[config.mk]
export PLATFORM = sky130hd
export DESIGN_NAME = threshold_stage_flat
export DESIGN_NICKNAME = d
export VERILOG_FILES = /design/src/rtl/threshold_stage_if.sv /design/src/rtl/threshold_stage.sv /design/src/flat_wrapper.sv
export SDC_FILE = /design/constraint.sdc
export NUM_CORES = 1
export LEC_CHECK = 0
export ABC_AREA = 0
export BUFFER_PORTS_ARGS = -buffer_cell sky130_fd_sc_hd__clkbuf_2
export CELL_PAD_IN_SITES_DETAIL_PLACEMENT = 1
export CELL_PAD_IN_SITES_GLOBAL_PLACEMENT = 2
export CORE_MARGIN = 4
export CORE_UTILIZATION = 29
export DETAILED_ROUTE_END_ITERATION = 12
export GPL_TIMING_DRIVEN = 1
export PLACE_DENSITY = 0.8
export SLEW_MARGIN = 10
export SYNTH_ARGS = -nofsm -noshare
export SYNTH_HDL_FRONTEND = slang
export SYNTH_SLANG_ARGS = --single-unit
[constraint.sdc]
create_clock -name clock -period 3 [get_ports clock]
set_input_delay 0.3 -clock clock [delete_from_list [all_inputs] [get_ports clock]]
set_output_delay 0.3 -clock clock [all_outputs]
set_load 0.01 [all_outputs]
[src/rtl/threshold_stage_if.sv]
// Memory-side bus of the binarisation stage: image and threshold read ports
// plus the result write port. The stage drives the master side.
interface threshold_stage_if #(
    parameter int WIDTH_BITS  = 8,
    parameter int HEIGHT_BITS = 8,
    parameter int PIX_BITS    = 8
);
    logic [WIDTH_BITS-1:0]  oImageCol;
    logic [HEIGHT_BITS-1:0] oImageRow;
    logic [PIX_BITS-1:0]    iImageData;

    logic [WIDTH_BITS-1:0]  oThresholdCol;
    logic [HEIGHT_BITS-1:0] oThresholdRow;
    logic [PIX_BITS-1:0]    iThresholdData;

    logic [WIDTH_BITS-1:0]  oResultCol;
    logic [HEIGHT_BITS-1:0] oResultRow;
    logic [PIX_BITS-1:0]    oResultData;
    logic                   oResultWe;

    modport master (
        output oImageCol, oImageRow,
        output oThresholdCol, oThresholdRow,
        output oResultCol, oResultRow, oResultData, oResultWe,
        input  iImageData, iThresholdData
    );

    modport slave (
        input  oImageCol, oImageRow,
        input  oThresholdCol, oThresholdRow,
        input  oResultCol, oResultRow, oResultData, oResultWe,
        output iImageData, iThresholdData
    );
endinterface

[src/rtl/threshold_stage.sv]
// Adaptive-threshold binarisation pass: streams every pixel address, compares
// pixel against (local threshold - C) and writes one result per cycle.
module threshold_stage #(
    parameter int WIDTH_BITS   = 8,
    parameter int HEIGHT_BITS  = 8,
    parameter int PIX_BITS     = 8,
    parameter int C_BITS       = 5,
    parameter int READ_LATENCY = 1,
    parameter int STATE_ID     = 2
) (
    input  logic               clock,
    input  logic               not_reset,
    input  logic [2:0]         global_state,
    input  logic [1:0]         mode,
    input  logic [C_BITS-1:0]  C,
    threshold_stage_if.master  mem,
    output logic               busy,
    output logic               finished
);

    localparam int ADDR_BITS = WIDTH_BITS + HEIGHT_BITS;
    localparam int DL_DEPTH  = READ_LATENCY - 1;

    localparam logic [2:0] RUN_STATE_ID = 3'(STATE_ID);

    localparam logic [1:0] S_IDLE  = 2'd0;
    localparam logic [1:0] S_RUN   = 2'd1;
    localparam logic [1:0] S_DRAIN = 2'd2;
    localparam logic [1:0] S_DONE  = 2'd3;

    localparam logic [1:0] MODE_BINARY     = 2'd0;
    localparam logic [1:0] MODE_BINARY_INV = 2'd1;
    localparam logic [1:0] MODE_TRUNC      = 2'd2;
    localparam logic [1:0] MODE_TOZERO     = 2'd3;

    localparam logic [PIX_BITS-1:0]  PIX_MAX = '1;
    localparam logic [ADDR_BITS-1:0] POS_ONE = ADDR_BITS'(1);

    // Threshold minus C, clamped at zero; one extra sign bit avoids wrap.
    function automatic logic [PIX_BITS-1:0] sat_threshold(
        input logic [PIX_BITS-1:0] thr,
        input logic [C_BITS-1:0]   c
    );
        logic signed [PIX_BITS:0] diff;
        diff = $signed({1'b0, thr}) - $signed({{(PIX_BITS + 1 - C_BITS){1'b0}}, c});
        if (diff < 0)
            return '0;
        return diff[PIX_BITS-1:0];
    endfunction

    function automatic logic [PIX_BITS-1:0] apply_mode(
        input logic [1:0]          m,
        input logic [PIX_BITS-1:0] pix,
        input logic [PIX_BITS-1:0] t
    );
        logic                hit;
        logic [PIX_BITS-1:0] res;
        hit = pix > t;
        res = '0;
        case (m)
            MODE_BINARY:     res = hit ? PIX_MAX : '0;
            MODE_BINARY_INV: res = hit ? '0 : PIX_MAX;
            MODE_TRUNC:      res = hit ? t : pix;
            MODE_TOZERO:     res = hit ? pix : '0;
            default:         res = '0;
        endcase
        return res;
    endfunction

    logic [1:0]           state_q, state_d;
    logic [ADDR_BITS-1:0] pos_q, pos_d;
    logic [1:0]           mode_q, mode_d;
    logic [C_BITS-1:0]    c_q, c_d;
    logic                 busy_q, busy_d;
    logic                 finished_q, finished_d;
    logic                 we_q, we_d;
    logic [PIX_BITS-1:0]  res_data_q, res_data_d;
    logic [ADDR_BITS-1:0] res_pos_q, res_pos_d;

    logic                 enable;
    logic                 issue;
    logic                 abort;
    logic                 last_pos;
    logic                 tap_vld;
    logic [ADDR_BITS-1:0] tap_pos;
    logic                 dl_empty_d;

    assign enable   = (global_state == RUN_STATE_ID);
    assign issue    = (state_q == S_RUN);
    assign abort    = ((state_q == S_RUN) || (state_q == S_DRAIN)) && !enable;
    assign last_pos = &pos_q;

    // Address/valid delay line: tap lines up with the memory data for that address.
    generate
        if (READ_LATENCY > 1) begin : g_dl
            logic [DL_DEPTH-1:0]  dl_vld_q, dl_vld_d;
            logic [ADDR_BITS-1:0] dl_pos_q [DL_DEPTH];
            logic [ADDR_BITS-1:0] dl_pos_d [DL_DEPTH];

            always_comb begin
                dl_vld_d    = '0;
                dl_vld_d[0] = issue;
                dl_pos_d[0] = pos_q;
                for (int i = 1; i < DL_DEPTH; i++) begin
                    dl_vld_d[i] = dl_vld_q[i-1];
                    dl_pos_d[i] = dl_pos_q[i-1];
                end
                if (abort)
                    dl_vld_d = '0;
            end

            always_ff @(posedge clock or negedge not_reset) begin
                if (!not_reset)
                    dl_vld_q <= '0;
                else
                    dl_vld_q <= dl_vld_d;
            end

            always_ff @(posedge clock) begin
                for (int i = 0; i < DL_DEPTH; i++)
                    dl_pos_q[i] <= dl_pos_d[i];
            end

            assign tap_vld    = dl_vld_q[DL_DEPTH-1];
            assign tap_pos    = dl_pos_q[DL_DEPTH-1];
            assign dl_empty_d = (dl_vld_d == '0);
        end else begin : g_nodl
            assign tap_vld    = issue;
            assign tap_pos    = pos_q;
            assign dl_empty_d = 1'b1;
        end
    endgenerate

    // Compare stage: result registered on the edge that samples the memory data.
    always_comb begin
        we_d       = tap_vld && !abort;
        res_pos_d  = res_pos_q;
        res_data_d = res_data_q;
        if (tap_vld) begin
            res_pos_d  = tap_pos;
            res_data_d = apply_mode(mode_q, mem.iImageData,
                                    sat_threshold(mem.iThresholdData, c_q));
        end
    end

    always_comb begin
        state_d = state_q;
        pos_d   = pos_q;
        mode_d  = mode_q;
        c_d     = c_q;
        case (state_q)
            S_IDLE: begin
                if (enable) begin
                    state_d = S_RUN;
                    pos_d   = '0;
                    mode_d  = mode;
                    c_d     = C;
                end
            end
            S_RUN: begin
                if (abort)
                    state_d = S_IDLE;
                else if (last_pos)
                    state_d = S_DRAIN;
                else
                    pos_d = pos_q + POS_ONE;
            end
            S_DRAIN: begin
                // Leave once nothing will be in flight after this edge.
                if (abort)
                    state_d = S_IDLE;
                else if (dl_empty_d && !we_d)
                    state_d = S_DONE;
            end
            S_DONE: begin
                if (!enable)
                    state_d = S_IDLE;
            end
            default: state_d = S_IDLE;
        endcase
        busy_d     = (state_d == S_RUN) || (state_d == S_DRAIN);
        finished_d = (state_d == S_DONE);
    end

    always_ff @(posedge clock or negedge not_reset) begin
        if (!not_reset) begin
            state_q    <= S_IDLE;
            pos_q      <= '0;
            mode_q     <= MODE_BINARY;
            c_q        <= '0;
            busy_q     <= 1'b0;
            finished_q <= 1'b0;
            we_q       <= 1'b0;
            res_data_q <= '0;
            res_pos_q  <= '0;
        end else begin
            state_q    <= state_d;
            pos_q      <= pos_d;
            mode_q     <= mode_d;
            c_q        <= c_d;
            busy_q     <= busy_d;
            finished_q <= finished_d;
            we_q       <= we_d;
            res_data_q <= res_data_d;
            res_pos_q  <= res_pos_d;
        end
    end

    assign mem.oImageCol     = pos_q[WIDTH_BITS-1:0];
    assign mem.oImageRow     = pos_q[ADDR_BITS-1:WIDTH_BITS];
    assign mem.oThresholdCol = pos_q[WIDTH_BITS-1:0];
    assign mem.oThresholdRow = pos_q[ADDR_BITS-1:WIDTH_BITS];
    assign mem.oResultCol    = res_pos_q[WIDTH_BITS-1:0];
    assign mem.oResultRow    = res_pos_q[ADDR_BITS-1:WIDTH_BITS];
    assign mem.oResultData   = res_data_q;
    assign mem.oResultWe     = we_q;

    assign busy     = busy_q;
    assign finished = finished_q;

endmodule
[src/flat_wrapper.sv]
// flat-port wrapper written by rule: the top's interface ports become plain ports
module threshold_stage_flat 
#(
    parameter int WIDTH_BITS   = 8,
    parameter int HEIGHT_BITS  = 8,
    parameter int PIX_BITS     = 8,
    parameter int C_BITS       = 5,
    parameter int READ_LATENCY = 1,
    parameter int STATE_ID     = 2
)
  (clock, not_reset, global_state, mode, C, busy, finished, mem_oImageCol, mem_oImageRow, mem_oThresholdCol, mem_oThresholdRow, mem_oResultCol, mem_oResultRow, mem_oResultData, mem_oResultWe, mem_iImageData, mem_iThresholdData);
  threshold_stage_if #(.WIDTH_BITS(WIDTH_BITS), .HEIGHT_BITS(HEIGHT_BITS), .PIX_BITS(PIX_BITS)) mem_i ();
  input  logic clock;
  input  logic not_reset;
  input  logic [2:0] global_state;
  input  logic [1:0] mode;
  input  logic [C_BITS-1:0] C;
  output logic busy;
  output logic finished;
  output wire logic [$bits(mem_i.oImageCol)-1:0] mem_oImageCol;
  output wire logic [$bits(mem_i.oImageRow)-1:0] mem_oImageRow;
  output wire logic [$bits(mem_i.oThresholdCol)-1:0] mem_oThresholdCol;
  output wire logic [$bits(mem_i.oThresholdRow)-1:0] mem_oThresholdRow;
  output wire logic [$bits(mem_i.oResultCol)-1:0] mem_oResultCol;
  output wire logic [$bits(mem_i.oResultRow)-1:0] mem_oResultRow;
  output wire logic [$bits(mem_i.oResultData)-1:0] mem_oResultData;
  output wire logic [$bits(mem_i.oResultWe)-1:0] mem_oResultWe;
  input wire logic [$bits(mem_i.iImageData)-1:0] mem_iImageData;
  input wire logic [$bits(mem_i.iThresholdData)-1:0] mem_iThresholdData;
  assign mem_oImageCol = mem_i.oImageCol;
  assign mem_oImageRow = mem_i.oImageRow;
  assign mem_oThresholdCol = mem_i.oThresholdCol;
  assign mem_oThresholdRow = mem_i.oThresholdRow;
  assign mem_oResultCol = mem_i.oResultCol;
  assign mem_oResultRow = mem_i.oResultRow;
  assign mem_oResultData = mem_i.oResultData;
  assign mem_oResultWe = mem_i.oResultWe;
  assign mem_i.iImageData = mem_iImageData;
  assign mem_i.iThresholdData = mem_iThresholdData;
  threshold_stage #(.WIDTH_BITS(WIDTH_BITS), .HEIGHT_BITS(HEIGHT_BITS), .PIX_BITS(PIX_BITS), .C_BITS(C_BITS), .READ_LATENCY(READ_LATENCY), .STATE_ID(STATE_ID)) u_core (.clock(clock), .not_reset(not_reset), .global_state(global_state), .mode(mode), .C(C), .mem(mem_i), .busy(busy), .finished(finished));
endmodule
# Word level (Yosys, flattened, before mapping)

Index checks and enable logic that the tools add are counted.

Output and inout port bits: 59
Word-level logic and storage cells: 59
Input port bits: 28
Register bits: 52

Reductions and logical operators: 12
Add/subtract/negate cells: 2
Eq/ne operators: 13
$lt $le $gt $ge: 2
Mux-type cells: 21

Operators with widths:

| cell                  | count |
|---|---|
| $mux 8                | 7 |
| $mux 16               | 3 |
| $pmux 16 s2           | 1 |
| $pmux 8 s4            | 1 |
| $add 16x1->16 const B | 1 |
| $reduce_and 16->1     | 1 |
| $eq 2x2->1 const B    | 6 |
| $mux 2                | 6 |
| $lt 9x1->1 const B    | 1 |
| $sub 8x5->9           | 1 |
| $gt 8x8->1            | 1 |
| $pmux 2 s4            | 1 |
| $eq 2x1->1 const B    | 3 |
| $logic_not 2->1       | 2 |
| $ne 2x2->1 const B    | 2 |
| $reduce_and 4->1      | 1 |
| $eq 3x2->1 const B    | 1 |
| $logic_and 1x1->1     | 2 |
| $logic_not 1->1       | 2 |
| $logic_or 1x1->1      | 2 |
| $mux 1                | 2 |
| $ne 2x1->1 const B    | 1 |
| $reduce_and 2->1      | 1 |
| $reduce_bool 2->1     | 1 |

# Logic depth before layout (Yosys ltp)

Word-level depth: 10
Depth in mapped cells: 15
Depth with buffers taken out: 14

# Worst setup path before layout

Ideal clock, no wire load.

Path kind: register to register
Start: register u_core.c_q[0]
End: register u_core.res_data_q[4] (netlist: u_core.mem.oResultData[4])
Clock period less this slack: 3.241 ns
Stages on the path, launching flop included: 15
Data required time: 2.918 ns
Setup slack: -0.241 ns
Buffers on the path: 1
Library setup time: 0.082 ns
Arrival: 3.159 ns
Cells stage by stage: dfrtp_1 ha_1 fa_1 and2b_1 o31ai_1 and2_1 or2_2 ha_1 nor2b_1 o211ai_1 a2111oi_2 nor2_1 buf_2 or2_2 a31oi_1

Longest elaborated chain between the ends: 9
Elaborated cells on any way between the ends: 12
Classes of those cells: add/sub (1); order compare (2); mux (9)

Ends and longest elaborated chain:

| item                             | RTL line               | RTL |
|---|---|---|
| from (decl)                      | threshold_stage.sv:73  | `logic [C_BITS-1:0] c_q, c_d;` |
| from (signal assigned)           | threshold_stage.sv:190 | `c_q <= '0;` |
| from (signal assigned)           | threshold_stage.sv:200 | `c_q <= c_d;` |
| $sub 8x5->9 *                    | threshold_stage.sv:45  | `diff = $signed({1'b0, thr}) - $signed({{(PIX_BITS + 1 - C_BITS){1'b0}}, c});` |
| $lt 9x1->1                       | threshold_stage.sv:46  | `if (diff < 0)` |
| $mux 1                           | threshold_stage.sv:46  |  |
| $mux 1                           | threshold_stage.sv:139 | `if (tap_vld) begin` |
| $mux 8 *                         | threshold_stage.sv:48  | `return diff[PIX_BITS-1:0];` |
| $mux 8 *                         | threshold_stage.sv:139 |  |
| $gt 8x8->1                       | threshold_stage.sv:58  | `hit = pix > t;` |
| $mux 8, on equally long branches | -                      |  |
| $pmux 8 s4 *                     | threshold_stage.sv:60  | `case (m)` |
| to (signal assigned)             | threshold_stage.sv:204 | `res_data_q <= res_data_d;` |
| to (decl)                        | threshold_stage.sv:77  | `logic [PIX_BITS-1:0] res_data_q, res_data_d;` |

Every way passes the cells marked *; elsewhere a longest branch is shown, timed or not. The select of a mux whose other input is x is not followed.
A chain may end at the register's enable or synchronous reset.

# Worst setup path after layout

Start: register u_core.c_q[0]
End: register u_core.res_data_q[0] (netlist: u_core.mem.oResultData[0])

Same word-level chain as after synthesis.

==> qor.yml <==
sta:
  fmax_ghz: 0.297
  slew_headroom: 0.294
  skew_ns: 0.0105
  max_slew.worst_pin.slew_ns: 1.06
  setup_violations: 8
  finalMaxSlewViolations: 0
  setup_slack_ns: -0.365
  timing.final.crit_share: 1.12
  hold_slack_ns: 0.163
  rsz0062_at_grt: "true"
  fin_crit_ns: 3.37
  hold_viol: 0
die:
  die_w_um: 110
  coreArea_mm2: 0.00991
  ioPinCount: 87
  fp-row-count: 36
  die_area_mm2: 0.0120
  die_h_um: 110
  start_util: 0.303
yosys:
  ys.flop_type: "dfrtp_1"
  ys_seq_area_frac: 0.434
  synth_area_leaders: "dfrtp_1 43%, mux2_2 8.3%, ha_1 7.9%, buf_4 4.0%, nor2_1 3.5%"
  synth_simple_gate_area_frac: 0.165
  syn_inst: 289
  synth.ff_latch_count: 52
  yosys.area_share.xor_xnor: 0.0409
  synth_top_family_by_area: "simple AND/OR/NAND/NOR gates"
  avgSynthCellArea_um2: 10.4
  yosys.area.top_type_share: 0.434
  syn_nets: 337
  synth_cell_types: 49
  synth_edf_count: 0
  synth_compound_area_frac: 0.116
  synthAdderAreaFrac: 0.0859
  muxShareOfSynthArea: 0.0892
  async_reset_ff_frac: 1.00
  netlist_area_mm2: 0.00300
  synth_warnings: 0
  yosysTopAreaCell: "dfrtp_1"
layout:
  fin_nets: 434
  diodes: 0
  fillerInstances: 1180
  areaGrowthSynthToFinish_pct: 28.2
  drive_gt1_frac: 0.452
setup_path:
  critPathLaunchType: "flip-flop"
  critPathMaxFanout: 6
  r2r_slack_ns: -0.37
  worstPathRequired_ns: 3.24
  path_class: "reg2reg"
  critical_path_arrival_ns: 3.61
  worstSetupEndpointType: "flip-flop"
run_status:
  violations: "setup timing"
  outcome: "finished with violations"
power_and_ir_drop:
  peakVddDrop_v: 0.000330
  power_density_mw_per_mm2: 741
  power_mw: 2.85
  p_leak_nw: 1.89
cts:
  cts.path.max_buffers: 2
  cts_num_sinks: 52
  hold_buffers: 0
  cts.clk_slew.worst_paths_ns: 0.11
  cts_tree: "built"
  cts.root.buffer_cell: "clkbuf_8"
  cts-buffers-inserted: 5
  cts-htree-levels: 2
  clock_latency_ns: 0.31
worst_hold_path:
  hp-class: "in2async"
run:
  maxCapViolCount: 0
place:
  hpwl_mm: 6.13
  place.gp.congestion: 0.756
  io_buffers: 86
global_routing:
  grt_pass1_vias: 2539
  antenna_found_initial: 0
  grtUsageTotal: 0.135
  grt_pass1_wl_mm: 12.8
  grt_start_max_net_pins: 42
  overflow: 0
drt:
  via_per_inst: 4.81
  drc: 0
  ant_nets: 0
  vias: 2502
  routed_wl_mm: 7.89
  wire_per_inst_um: 15.2
  drt_iter0_markers: 62
  drtPass1Iterations: 4
==> stage by stage <==
step | cell area (µm²) | setup WS, ns | TNS (ns) | std cells | util
2_1_floorplan | 3030 | -0.199 | -1.18 | 289 | -
3_3_place_gp | 3650 | -0.395 | -2.70 | 508 | 0.368
3_5_place_dp | 3650 | -0.519 | -3.62 | 508 | 0.368
4_1_cts | 3750 | -0.438 | -3.41 | 516 | 0.378
5_1_grt | 3850 | -0.607 | -4.44 | 520 | 0.388
6_report | 3850 | -0.365 | -2.64 | 520 | 0.388
==> critical path, stage by stage (launching register included) <==
cell       delay [ns]
dfrtp_1          0.40
ha_2             0.20
fa_2             0.34
and2b_2          0.25
o31ai_2          0.08
buf_4            0.14
a21oi_2          0.12
mux2i_1          0.11
ha_1             0.33
nand4_1          0.20
buf_4            0.20
a2111oi_4        0.25
o21ai_2          0.15
or3_1            0.34
a31oi_1          0.18
==> cells in the mapped netlist (3+ instances only) <==
cell,count
buf_4,16
a21oi_1,9
ha_1,19
clkbuf_1,6
nor2b_1,4
dfrtp_1,52
a31oi_1,8
nand2_1,12
or2_2,7
nand3_1,9
o211ai_1,3
xor2_1,12
nor2_1,28
o21ai_0,9
inv_1,13
mux2_2,22
nor3_1,3
nand4_1,14
==> flip-flops by register name (all words and copies together) (netlist names) <==
register,count
u_core.res_pos_q,16
u_core.mode_q,2
u_core.state_q,2
u_core.mem.oResultWe,1
u_core.busy,1
u_core.pos_q,16
u_core.mem.oResultData,8
u_core.c_q,5
u_core.finished,1
==> path summary, 6_finish.rpt <==
path / start / to / cells past startpoint
max: u_core.c_q[0]$_DFFE_PN0P_ / u_core.mem.oResultData[0]$_DFFE_PN0P_ / 14
min: not_reset / u_core.pos_q[1]$_DFFE_PN0P_ / 1
max reg2reg: u_core.c_q[0]$_DFFE_PN0P_ / u_core.mem.oResultData[0]$_DFFE_PN0P_ / 14
min reg2reg: u_core.res_pos_q[2]$_DFFE_PN0P_ / u_core.res_pos_q[2]$_DFFE_PN0P_ / 1
max in group asynchronous: not_reset / u_core.mem.oResultWe$_DFF_PN0_ / 2
min in group clock: C[2] / u_core.c_q[2]$_DFFE_PN0P_ / 2
==> cell families (layout without fill, tap and decap cells) <==
group	after synthesis	in the layout
adders and majority gates	20	20
muxes	24	24
and+or+nand+nor	93	93
xor gates and xnor gates	14	14
AOI/OAI and AO/OA	49	49
buffers and inverters	37	135
DFF	52	52
==> final cells by class <==
class,instances,area [µm²],area share
Clock buffer,5,68.8,0.0179
Clock inverter,3,27.5,0.00716
Inverter,13,48.8,0.0127
Multi-Input combinational cell,200,1590,0.414
Sequential cell,52,1300,0.338
Tap cell,133,166,0.0433
Timing Repair Buffer,114,641,0.167
==> repair_timing <==
item / 4_1_cts / 5_1_grt
resized for setup: 2 / 11
setup endpoints to repair: 8 / 8
setup buffers: 0 / 4
pin swaps: 1 / 10
==> power by group <==
part           switching (mW)  internal (mW)  leakage, nW
Sequential              0.152          0.857        0.685
Combinational           0.727          0.679         1.16
Clock                   0.262          0.172       0.0463
==> per-layer routing <==
layer	global-route usage	share of wire	up-vias
met3	0.0294	0.059	6
met2	0.239	0.50	69
li1	-	-	1210
met4	0.0356	0.0081	0
met5	0	0	-
met1	0.166	0.43	1217
==> cells in the final DEF (no fill, tap or decap), types with 2 or more instances in the layout <==
cell type	n
clkbuf_2	86
dfrtp_1	52
buf_4	28
nor2_1	26
mux2_2	22
ha_1	15
nand4_1	14
inv_1	13
nand2_1	12
xor2_1	12
nand3_1	9
a21oi_1	8
a31oi_1	8
o21ai_0	7
or2_2	6
clkbuf_8	5
nor2b_1	4
nor3_2	3
o211ai_1	3
ha_4	3
o21a_1	2
o31a_1	2
nor3b_2	2
a211oi_1	2
and4_4	2
a22oi_1	2
mux2i_1	2
or3_1	2
o21ai_1	2
a211o_1	2
xnor2_1	2
or2_1	2
Power figures use the tool's default switching activity.
